--- config.mk ---
export PLATFORM = sky130hd
export DESIGN_NAME = typing_display_ctrl
export DESIGN_NICKNAME = d
export VERILOG_FILES = /design/src/rtl/typing_display_ctrl.sv
export SDC_FILE = /design/constraint.sdc
export NUM_CORES = 1
export LEC_CHECK = 0
export BUFFER_PORTS_ARGS = -buffer_cell sky130_fd_sc_hd__buf_2
export CAP_MARGIN = 20
export CORE_MARGIN = 5
export CORE_UTILIZATION = 59
export DETAILED_ROUTE_END_ITERATION = 8
export PLACE_DENSITY_LB_ADDON = 0.25
export RECOVER_POWER = 100
export SLEW_MARGIN = 20
export SYNTH_ARGS = -nofsm -noshare
export SYNTH_HDL_FRONTEND = slang
export SYNTH_SLANG_ARGS = --single-unit
--- constraint.sdc ---
create_clock -name clk -period 2.8 [get_ports clk]
set_input_delay 0.14 -clock clk [delete_from_list [all_inputs] [get_ports clk]]
set_output_delay 0.14 -clock clk [all_outputs]
set_load 0.01 [all_outputs]
--- src/rtl/typing_display_ctrl.sv ---
// typing_display_ctrl: round FSM, countdown, saturating score and display scheduling for the typing game
module typing_display_ctrl #(
  parameter int TICK_DIV   = 50000000,
  parameter int ROUND_SECS = 60,
  parameter int BLINK_DIV  = 25000000
) (
  input  logic       clk,
  input  logic       rst_n,
  input  logic       start,
  input  logic       hit,
  input  logic       miss,
  input  logic [7:0] target,
  output logic [7:0] time_res,
  output logic       time_clr,
  output logic [7:0] main_res,
  output logic       main_clr,
  output logic [7:0] score,
  output logic       game_over
);
  localparam int DW = $clog2(TICK_DIV);
  localparam int BW = BLINK_DIV > 1 ? $clog2(BLINK_DIV) : 1;
  localparam logic [7:0] SECS = 8'(ROUND_SECS);
  typedef enum logic [1:0] {IDLE = 2'd0, PLAY = 2'd1, OVER = 2'd2} state_t;
  state_t state, state_nxt;
  logic [7:0] time_left;
  logic [DW-1:0] div_cnt;
  logic [BW-1:0] blink_cnt;
  logic blink_ph, tick, last, restart, up, dn, blink_wrap;
  always_comb begin
    tick = state == PLAY && div_cnt == DW'(TICK_DIV - 1);
    last = tick && time_left == 8'd1;
    restart = start && (state == IDLE || state == OVER);
    up = state == PLAY && hit && !miss && score != 8'hFF;
    dn = state == PLAY && miss && !hit && score != 8'h00;
    blink_wrap = blink_cnt == BW'(BLINK_DIV - 1);
    state_nxt = state == IDLE ? (start ? PLAY : IDLE) :
                state == PLAY ? (last ? OVER : PLAY) :
                state == OVER ? (start ? PLAY : OVER) : IDLE;
    time_res = state == PLAY ? time_left : state == OVER ? 8'd0 : SECS;
    time_clr = 1'b0;
    main_res = state == PLAY ? target : state == OVER ? score : 8'd0;
    main_clr = state == PLAY ? 1'b0 : state == OVER ? blink_ph : 1'b1;
    game_over = state == OVER;
  end
  always_ff @(posedge clk or negedge rst_n)
    if (!rst_n) state <= IDLE;
    else state <= state_nxt;
  always_ff @(posedge clk or negedge rst_n) begin
    if (!rst_n) begin
      score <= 8'd0;
      time_left <= SECS;
      div_cnt <= '0;
      blink_cnt <= '0;
      blink_ph <= 1'b0;
    end else begin
      if (restart) begin
        time_left <= SECS;
        score <= 8'd0;
        div_cnt <= '0;
      end else if (state == PLAY) begin
        div_cnt <= tick ? '0 : div_cnt + 1'b1;
        if (tick) time_left <= time_left - 8'd1;
        score <= up ? score + 8'd1 : dn ? score - 8'd1 : score;
      end
      // blink phase restarts on every entry into OVER so the first half-period is always shown
      if (last) begin
        blink_cnt <= '0;
        blink_ph <= 1'b0;
      end else if (state == OVER) begin
        blink_cnt <= blink_wrap ? '0 : blink_cnt + 1'b1;
        if (blink_wrap) blink_ph <= ~blink_ph;
      end
    end
  end
endmodule

# After elaboration in Yosys (flattened, before gate mapping)
# Cells that the tools add are included.
# word_totals
regBits	70
# op_classes
add_sub_neg	5
eq_ne	6
n_mux	28
n_bitwise	1
reduce_logical	22
# ops
cell	count
8-bit 2-to-1 mux	10
26-bit 2-to-1 mux	3
25-bit 2-to-1 mux	3
26-bit by 1-bit adder with 26-bit output (second input constant)	1
26-bit equality test (second input constant)	1
25-bit by 1-bit adder with 25-bit output (second input constant)	1
25-bit equality test (second input constant)	1
8-bit by 1-bit subtractor with 8-bit output (second input constant)	2
2-bit 2-to-1 mux	5
1-bit logical AND	9
8-bit by 1-bit adder with 8-bit output (second input constant)	1
8-bit by 1-bit equality test with 1-bit output (second input constant)	1
8-bit != test (second input constant)	1
2-bit nonzero test	4
8-bit nonzero test	1
1-bit 2-to-1 mux	6
6-bit 2-to-1 mux	1
2-bit AND reduction	3
3-bit nonzero test	1
2-bit by 1-bit equality test with 1-bit output (second input constant)	1
2-bit equality test (second input constant)	1
1-bit logical NOT	2
2-bit logical NOT	1
1-bit logical OR	1
1-bit NOT	1

# Logic depth before layout (Yosys ltp)
# Gate-level depths: netlist of run 1.
# depth
word_depth	8
mapped_depth	11

# Worst setup path before layout of run 1
# OpenSTA, ideal clock, no wires.
# synth_timing
path_type	reg2reg
start	register score[4]
end	register score[7]
setup_ps	126
t_arrival_ps	2410
t_required_ps	2674
path_slack_ps	264
path_stages_with_launch	10
path_buffers	0
period_less_slack_ps	2536
path_cell_list	dfrtp_1 -> nand4_1 -> o2111ai_1 -> ha_1 -> a21oi_1 -> o211ai_1 -> o41ai_1 -> mux2i_1 -> xnor2_1 -> nor2_1
# synth_via
elab_chain_len	5
word_cells_on_any_way	12
# synth_lines
item	line	source
start: declaration	17	output logic [7:0] score,
start signal: assignment	63	score <= up ? score + 8'd1 : dn ? score - 8'd1 : score;
8-bit by 1-bit subtractor with 8-bit output / 8-bit != test (equally long branches)	63, 33	
8-bit 2-to-1 mux / 1-bit logical AND (equally long branches)	63, 33	
8-bit 2-to-1 mux	63	
8-bit 2-to-1 mux	60	end else if (state == PLAY) begin
8-bit 2-to-1 mux	56	if (restart) begin
# Parallel ways exist; a longest one is shown, timed or not. The select of a mux whose other input is x is not followed.
# A chain may end at the register's enable or synchronous reset.

# Worst setup path in the final report of run 1
# layout_timing
start	register score[6]
end	register score[7]
# The elaborated chain is that of the path after synthesis.

==> run summary, run 1 <==
critical path startpoint category = register
Port Buffers = 38
number of synthesized flops with an enable pin = 0
Top FF cell, synth = dfrtp_1
synth warn = 0
drt first-iter violations = 203
first-pass GRT wire length = 16.4 mm
vias in the first global route = 3,451
initial antenna violation count = 0
setup TNS = 0 ns
failing checks = max-capacitance violations, max-slew violations
clock buffer depth = 2
cell area after layout = 4550 um^2
Final Hold Slack = 0.0453 ns
Worst Setup End Kind = register
Via density = 6.12
RSZ-0062 raised after global routing = no
Post-DRT Antenna Nets = 0
sequential-to-total area share from yosys stat = 0.432
placed cell areas = 4370 um^2
cts hold-fix bufs = 1
pre-CTS WS = 0.358 ns
Cell Area, Synth = 4060 um^2
WL per Instance = 15.6 um
Hold Startpoint = start
Layout Area Growth over Synthesis = 12.0%
worst path required time = 3.03 ns
measured slew at the worst slew-check pin = 1.70 ns
Remaining DRCs = 0
Power Total = 3.01 mW
global placement routability congestion = 0.900
max_cap viols = 1
height of the die = 93.0 um
pin count of the biggest net entering global routing = 39
Detailed Routing Iterations Pass 1 = 4
layout net count = 532
starting density of the core = 0.601
global route overflow = 0
final setup vio count = 0
status = complete, but fails checks
fin crit period = 2.53 ns
final hold vios = 0
via count = 3,630
P per Cell Area = 660 nW/um^2
clock sinks = 70
H-tree depth = 3
fin crit share = 0.902
WP data arrival = 2.76 ns
CTS tree = done
share of post-route cells with drive strength above 1 = 0.101
Max Fclk = 396 MHz
Clk Latency, worst-skew pair = 0.34 ns
post-CTS setup buffers = 0
CP startpoint = score[6]
clock skew = 0.00937 ns
CTS Buf Count = 9
hpwl dp = 6.62 mm
Fill cells = 544
die outline area = 8650 um^2
Storage cell area = 1760 um^2
post-cts resize count = 0
Synth Instances = 466
Crit Path Max Fanout = 9
LEAKAGE = 1.98 nW
I/O pins = 40
Reg-to-Reg Start = score[6]
fin. max-slew vios = 34
Max VDD drop = 0.535 mV
Seq cells post-synth = 70
footprint of the multi-input gates = 2170 um^2
GRT Overall Usage = 0.232
Routed WL = 9.27 mm
final worst slack = 0.273 ns
Chip Width = 93.0 um
root buffer cell = clkbuf_8
Slew headroom = -0.135
synth unique cells = 51
# diodes = 0
Hold Path Class = primary input to register
syn nets = 490
area of the core = 6760 um^2
row count = 30
Setup CP Type = register to register
asr flop ratio synth = 1.00
clock-pin slew on the worst setup and hold paths = 0.08 ns
Synth Area per Inst = 8.72 um^2
## metal layers
layer | vias up | wire length (um) | track usage
li1 | 1750 | - | -
met1 | 1732 | 4240 | 0.333
met2 | 136 | 4290 | 0.361
met3 | 12 | 618 | 0.0426
met4 | 0 | 116 | 0.0659
met5 | - | 0 | 0
## per-stage QoR
| step | utilization | std cells |
|---|---|---|
| finish | 0.674 | 593 |
| CTS | 0.681 | 593 |
| floorplan | - | 466 |
| global placement | 0.647 | 576 |
| detailed placement | 0.647 | 576 |
| global route | 0.674 | 593 |
## sequential cells by signal (all words and copies together), names as in the netlist
| signal | flops |
|---|---|
| div_cnt | 26 |
| blink_cnt | 25 |
| score | 8 |
| time_left | 8 |
| state | 2 |
| blink_ph | 1 |
## power breakdown
| group | total, mW | internal, mW | switching [mW] |
|---|---|---|---|
| clock | 0.905 | 0.505 | 0.400 |
| sequential | 1.30 | 1.13 | 0.166 |
| combinational | 0.803 | 0.337 | 0.466 |
| total | 3.01 | 1.97 | 1.03 |
## cells by family after synthesis
group	after synthesis	synth area share
simple gates	222	0.276
other cells	1	0.000923
fa+ha+maj	11	0.0357
compound gates	93	0.142
mux	3	0.00739
buf+inv	32	0.0333
xor+xnor	34	0.0733
flops	70	0.432
## synthesized netlist by cell type, drive strengths merged (4+ instances only)
library cell  count  area (um^2)
a22o              9         78.8
dfstp             4          105
o21ai            44          220
o31ai             7         52.6
inv              10         37.5
nand3            31          155
dfrtp            66         1650
nor3             10         50.1
a31oi            11         68.8
a21oi             8         40.0
buf               5         33.8
clkbuf           17         63.8
xnor2            12          105
nor2b             4         25.0
nor4              8         62.6
and3             10         62.6
ha               10          125
nand4            17          113
nand2            51          191
xor2             22          193
and2              9         58.8
o211ai            6         45.0
nor2             60          225
## final timing paths
path | endpoint | slack (ns) | cells past startpoint
worst max-delay path | score[7] | 0.27 | 10
worst min-delay path | state[1] | 0.05 | 2
worst max register to register | score[7] | 0.27 | 10
worst min register to register | blink_cnt[21] | 0.48 | 1
max in group asynchronous | time_left[3] | 0.58 | 3
min in group asynchronous | blink_cnt[14] | 0.77 | 2
## area by class of cell
class                   count  share of cell area
repair buffers             53              0.0583
well taps                  80              0.0220
clock inverters             7              0.0212
flip-flops and latches     70               0.386
multi-input cells         364               0.477
inverters                  10             0.00825
clock buffers               9              0.0272
## critical path: stages (launching register included)
cell and delay, ns:
dfrtp_1 0.48, nand4_1 0.13, o2111ai_1 0.19, buf_4 0.19, ha_1 0.23, a21oi_1 0.21, o211ai_1 0.15, o41ai_1 0.39
mux2i_1 0.27, xnor2_1 0.13, nor2_1 0.05
## cell usage in the layout, fill, tap and decap left out, drive strengths merged, types with 9 or more instances in the layout
cell	n
dfrtp	66
nor2	60
nand2	51
o21ai	44
clkbuf	36
nand3	31
buf	25
xor2	22
nand4	17
xnor2	12
a31oi	11
inv	11
and3	10
nor3	10
ha	10
a22o	9
and2	9
No activity file was read; power rests on OpenSTA's default activity.
==> run 2: changes to the inputs <==
--- a/config.mk
+++ b/config.mk
@@ -11,7 +11,7 @@
 export CORE_UTILIZATION = 59
 export DETAILED_ROUTE_END_ITERATION = 8
 export PLACE_DENSITY_LB_ADDON = 0.25
-export RECOVER_POWER = 100
+export RECOVER_POWER = 50
 export SLEW_MARGIN = 20
 export SYNTH_ARGS = -nofsm -noshare
 export SYNTH_HDL_FRONTEND = slang
==> run summary, run 2 (synthesis gave the netlist of run 1 again) <==
status = complete, but fails checks
failing checks = max-capacitance violations, max-slew violations
GRT Overall Usage = 0.232 (unchanged)
via count = 3,638 (+0.22%)
Routed WL = 9.27 mm (about the same)
Hold Startpoint = start
fin crit share = 0.898 (-0.00418)
die outline area = 8650 um^2 (unchanged)
height of the die = 93.0 um (unchanged)
clock-pin slew on the worst setup and hold paths = 0.08 ns (about the same)
final worst slack = 0.285 ns (+0.0117 ns)
Max VDD drop = 0.541 mV (+1.1%)
row count = 30 (unchanged)
cts hold-fix bufs = 1 (unchanged)
commonest cells after routing, fill and taps aside = 66 x dfrtp_1, 60 x nor2_1, 51 x nand2_1, 31 x nand3_1, 29 x o21ai_0
Setup CP Type = register to register
Crit Path Max Fanout = 17 (+8)
Final Util = 0.676 (+0.00278)
root buffer cell = clkbuf_8
vias in the first global route = 3,451 (unchanged)
fin. max-slew vios = 34 (unchanged)
initial antenna violation count = 0 (unchanged)
final hold vios = 0 (unchanged)
global route overflow = 0 (unchanged)
post-CTS setup buffers = 0 (unchanged)
LEAKAGE = 2.01 nW (+1.9%)
Max Fclk = 398 MHz (+0.47%)
H-tree depth = 3 (unchanged)
RSZ-0062 raised after global routing = no
clock sinks = 70 (unchanged)
Most flops, register = div_cnt
Via density = 6.13 (+0.22%)
global placement routability congestion = 0.900 (unchanged)
Layout Area Growth over Synthesis = 12.5%
fin crit period = 2.52 ns (-0.0117 ns)
CTS Buf Count = 9 (unchanged)
setup TNS = 0 ns (unchanged)
most common cell after layout, fill and taps aside = dfrtp_1
P per Cell Area = 658 nW/um^2 (-0.33%)
measured slew at the worst slew-check pin = 1.69 ns (-0.00848 ns)
Post-DRT Antenna Nets = 0 (unchanged)
pre-CTS WS = 0.358 ns (unchanged)
critical path startpoint category = register
hpwl dp = 6.62 mm (unchanged)
clock skew = 0.00877 ns (-0.000606 ns)
Reg-to-Reg Start = state[0]
WP data arrival = 2.76 ns (about the same)
Worst Setup End Kind = register
CTS tree = done
Remaining DRCs = 0 (unchanged)
Chip Width = 93.0 um (unchanged)
starting density of the core = 0.601 (unchanged)
post-cts resize count = 0 (unchanged)
Detailed Routing Iterations Pass 1 = 6 (+2)
max_cap viols = 1 (unchanged)
Port Buffers = 38 (unchanged)
clock buffer depth = 2 (unchanged)
worst path required time = 3.04 ns (about the same)
layout net count = 532 (unchanged)
Largest register FFs = 26 (unchanged)
Slew headroom = -0.129 (+0.00565)
pin count of the biggest net entering global routing = 39 (unchanged)
area of the core = 6760 um^2 (unchanged)
share of post-route cells with drive strength above 1 = 0.127 (+0.0253)
first-pass GRT wire length = 16.4 mm (unchanged)
final setup vio count = 0 (unchanged)
Hold Path Class = primary input to register
CP startpoint = state[0]
WL per Instance = 15.6 um (about the same)
Clk Latency, worst-skew pair = 0.34 ns (about the same)
I/O pins = 40 (unchanged)
drt first-iter violations = 211 (+3.9%)
# diodes = 0 (unchanged)
largest registers = div_cnt (26), blink_cnt (25)
==> run 2: final timing paths <==
kind                            endpoint  slack [ns]  cells past startpoint
setup / recovery            blink_cnt[8]        0.28                      6
hold / removal                  state[1]        0.04                      2
setup reg to reg            blink_cnt[8]        0.28                      6
hold reg to reg            blink_cnt[21]        0.49                      1
max in group asynchronous   time_left[3]        0.59                      3
min in group asynchronous  blink_cnt[14]        0.76                      2
==> run 2: per-stage QoR <==
step           hold slack, ns  area [um^2]  total power [mW]  cells
2_1_floorplan          -0.156         4060              1.86    466
5_1_grt                0.0595         4570              3.21    593
4_1_cts                0.0319         4600              3.04    593
6_report               0.0387         4570              3.01    593
3_3_place_gp            0.245         4370              2.11    576
3_5_place_dp            0.250         4370              2.14    576
==> run 2: metal layers <==
metal	vias to the layer above	track usage	part of all wire
li1	1752	-	-
met3	15	0.0426	0.064
met2	135	0.361	0.47
met5	-	0	0
met1	1736	0.333	0.46
met4	0	0.0659	0.013
==> run 2: final cells by class <==
| class | instances | area [um^2] |
|---|---|---|
| clock buffers | 9 | 124 |
| clock inverters | 7 | 96.3 |
| fillers | 539 | 2190 |
| inverters | 10 | 37.5 |
| multi-input cells | 364 | 2170 |
| flip-flops and latches | 70 | 1760 |
| well taps | 80 | 100 |
| repair buffers | 53 | 284 |
==> run 2: worst max-delay path: stages, from the launching register on <==
cell and delay, ns:
dfrtp_1 0.39, nor2b_1 0.18, clkbuf_1 0.56, nand3_1 0.22, or4_1 0.58, buf_4 0.23, a31o_2 0.25
==> run 2: power breakdown <==
| group | internal, mW | switching, mW |
|---|---|---|
| logic | 0.341 | 0.466 |
| clock network | 0.504 | 0.398 |
| registers | 1.13 | 0.168 |
==> run 3: changes to the inputs <==
--- a/config.mk
+++ b/config.mk
@@ -8,7 +8,8 @@
 export BUFFER_PORTS_ARGS = -buffer_cell sky130_fd_sc_hd__buf_2
 export CAP_MARGIN = 20
 export CORE_MARGIN = 5
-export CORE_UTILIZATION = 59
+export CORE_UTILIZATION = 61
+export CTS_BUF_LIST = sky130_fd_sc_hd__clkbuf_8
 export DETAILED_ROUTE_END_ITERATION = 8
 export PLACE_DENSITY_LB_ADDON = 0.25
 export RECOVER_POWER = 50
==> run summary, run 3 (synthesis gave the netlist of run 1 again) <==
Most flops, register = div_cnt
drt first-iter violations = 212 (+0.47%)
Via density = 6.04 (-1.5%)
Worst Setup End Kind = register
cell area after layout = 4560 um^2 (-0.27%)
hpwl dp = 6.55 mm (-1.0%)
WP data arrival = 2.84 ns (+0.08 ns)
# placed instances = 571 (-0.87%)
clock-pin slew on the worst setup and hold paths = 0.08 ns (about the same)
clock buffer depth = 2 (unchanged)
LEAKAGE = 2.01 nW (-0.44%)
clock sinks = 70 (unchanged)
I/O pins = 40 (unchanged)
CP max-delay cell = dfrtp_1
height of the die = 91.6 um (-1.5%)
Detailed Routing Iterations Pass 1 = 6 (unchanged)
final setup vio count = 0 (unchanged)
pin count of the biggest net entering global routing = 40 (+2.6%)
P per Cell Area = 660 nW/um^2 (+0.22%)
max_cap viols = 1 (unchanged)
most common cell after layout, fill and taps aside = dfrtp_1
global route overflow = 0 (unchanged)
Largest register FFs = 26 (unchanged)
first-pass GRT wire length = 16.1 mm (-2.0%)
CTS Buf Count = 9 (unchanged)
Max VDD drop = 0.626 mV (+16%)
crit path cell chain = nand4_1 -> o2111ai_1 -> buf_4 -> ha_1 -> nand3_1 -> o211ai_1 -> o41ai_1 -> mux2i_1 -> xnor2_1 -> nor2_1
failing checks = max-capacitance violations, max-slew violations
WL per Instance = 15.6 um (-0.17%)
final hold vios = 0 (unchanged)
measured slew at the worst slew-check pin = 1.71 ns (+0.0129 ns)
placed cell areas = 4360 um^2 (-0.43%)
Setup CP Type = register to register
area of the core = 6420 um^2 (-4.9%)
# diodes = 0 (unchanged)
Reg2Reg Setup Slack = 0.20 ns (-0.09 ns)
via count = 3,552 (-2.4%)
Port Buffers = 38 (unchanged)
Chip Width = 91.6 um (-1.5%)
share of post-route cells with drive strength above 1 = 0.127 (+0.000496)
starting density of the core = 0.633 (+0.0313)
RSZ-0062 raised after global routing = no
Slew headroom = -0.137 (-0.00858)
Crit Path Max Fanout = 8 (-9)
global placement routability congestion = 0.908 (+0.83%)
Post-DRT Antenna Nets = 0 (unchanged)
die outline area = 8390 um^2 (-2.9%)
fin. max-slew vios = 33 (-2.9%)
Worst path max stage delay = 0.46 ns (-0.12 ns)
final worst slack = 0.199 ns (-0.0861 ns)
Remaining DRCs = 0 (unchanged)
largest registers = div_cnt (26), blink_cnt (25)
Layout Cells excl Fill = 588 (-0.84%)
Final Util = 0.710 (+0.0332)
root buffer cell = clkbuf_8
H-tree depth = 3 (unchanged)
layout net count = 530 (-0.38%)
row count = 29 (-3.3%)
pre-CTS WS = 0.228 ns (-0.129 ns)
status = complete, but fails checks
Layout Area Growth over Synthesis = 12.2%
worst path required time = 3.04 ns (about the same)
Power Total = 3.01 mW (about the same)
Hold Path Class = primary input to register
setup TNS = 0 ns (unchanged)
fin crit share = 0.929 (+0.0308)
Fill cells = 484 (-10%)
clock skew = 0.00899 ns (+0.000223 ns)
Routed WL = 9.17 mm (-1.0%)
vias in the first global route = 3,448 (-0.087%)
Clk Latency, worst-skew pair = 0.34 ns (about the same)
Max Fclk = 384 MHz (-3.3%)
critical path startpoint category = register
initial antenna violation count = 0 (unchanged)
commonest cells after routing, fill and taps aside = 66 x dfrtp_1, 60 x nor2_1, 51 x nand2_1, 31 x nand3_1, 29 x o21ai_0
CTS tree = done
GRT Overall Usage = 0.231 (-0.000674)
Final Hold Slack = 0.0870 ns (+0.0483 ns)
fin crit period = 2.60 ns (+0.0861 ns)
==> run 3: final cells by class <==
| class | instances | area, um^2 | area share |
|---|---|---|---|
| clock buffer | 9 | 124 | 0.0272 |
| sequential | 70 | 1760 | 0.385 |
| clock inverter | 7 | 97.6 | 0.0214 |
| timing repair buffer | 51 | 274 | 0.0601 |
| inverter | 10 | 37.5 | 0.00823 |
| multi-input combinational | 364 | 2170 | 0.477 |
| tap | 77 | 96.3 | 0.0211 |
==> run 3: worst paths after layout <==
| path | cells after the start | startpoint | to |
|---|---|---|---|
| max | 10 | score[5] | score[7] |
| min | 2 | start | state[1] |
| max reg2reg | 10 | score[5] | score[7] |
| min reg2reg | 1 | blink_cnt[21] | blink_cnt[21] |
| max in group asynchronous | 3 | rst_n | div_cnt[20] |
| min in group asynchronous | 2 | rst_n | blink_cnt[14] |
==> run 3: critical path, delay by kind of cell (launching register included) <==
family / cells / cell delay [ns]
AOI/OAI and AO/OA: 3 / 0.80
xor gates and xnor gates: 1 / 0.14
adders and majority gates: 1 / 0.30
muxes: 1 / 0.27
buffers and inverters: 1 / 0.22
and+or+nand+nor: 3 / 0.32
DFF: 1 / 0.46
==> run 3: where the power goes <==
| part | total, mW | switching [mW] | internal [mW] |
|---|---|---|---|
| Sequential | 1.30 | 0.172 | 1.13 |
| Clock | 0.909 | 0.405 | 0.504 |
| Combinational | 0.795 | 0.457 | 0.338 |
| Total | 3.01 | 1.03 | 1.97 |
==> run 3: repair_timing <==
action / CTS / global route
hold endpoints to repair: 27 / 0
buffers inserted: 0 / 0
hold buffers: 1 / 0
resized for setup: 0 / 0
endpoints found under the setup margin: 0 / 0
==> run 3: per-layer routing <==
layer,part of all wire,vias up,track usage
li1,-,1751,-
met1,0.47,1707,0.325
met2,0.48,76,0.365
met3,0.038,18,0.0352
met4,0.015,0,0.0829
met5,0,-,0
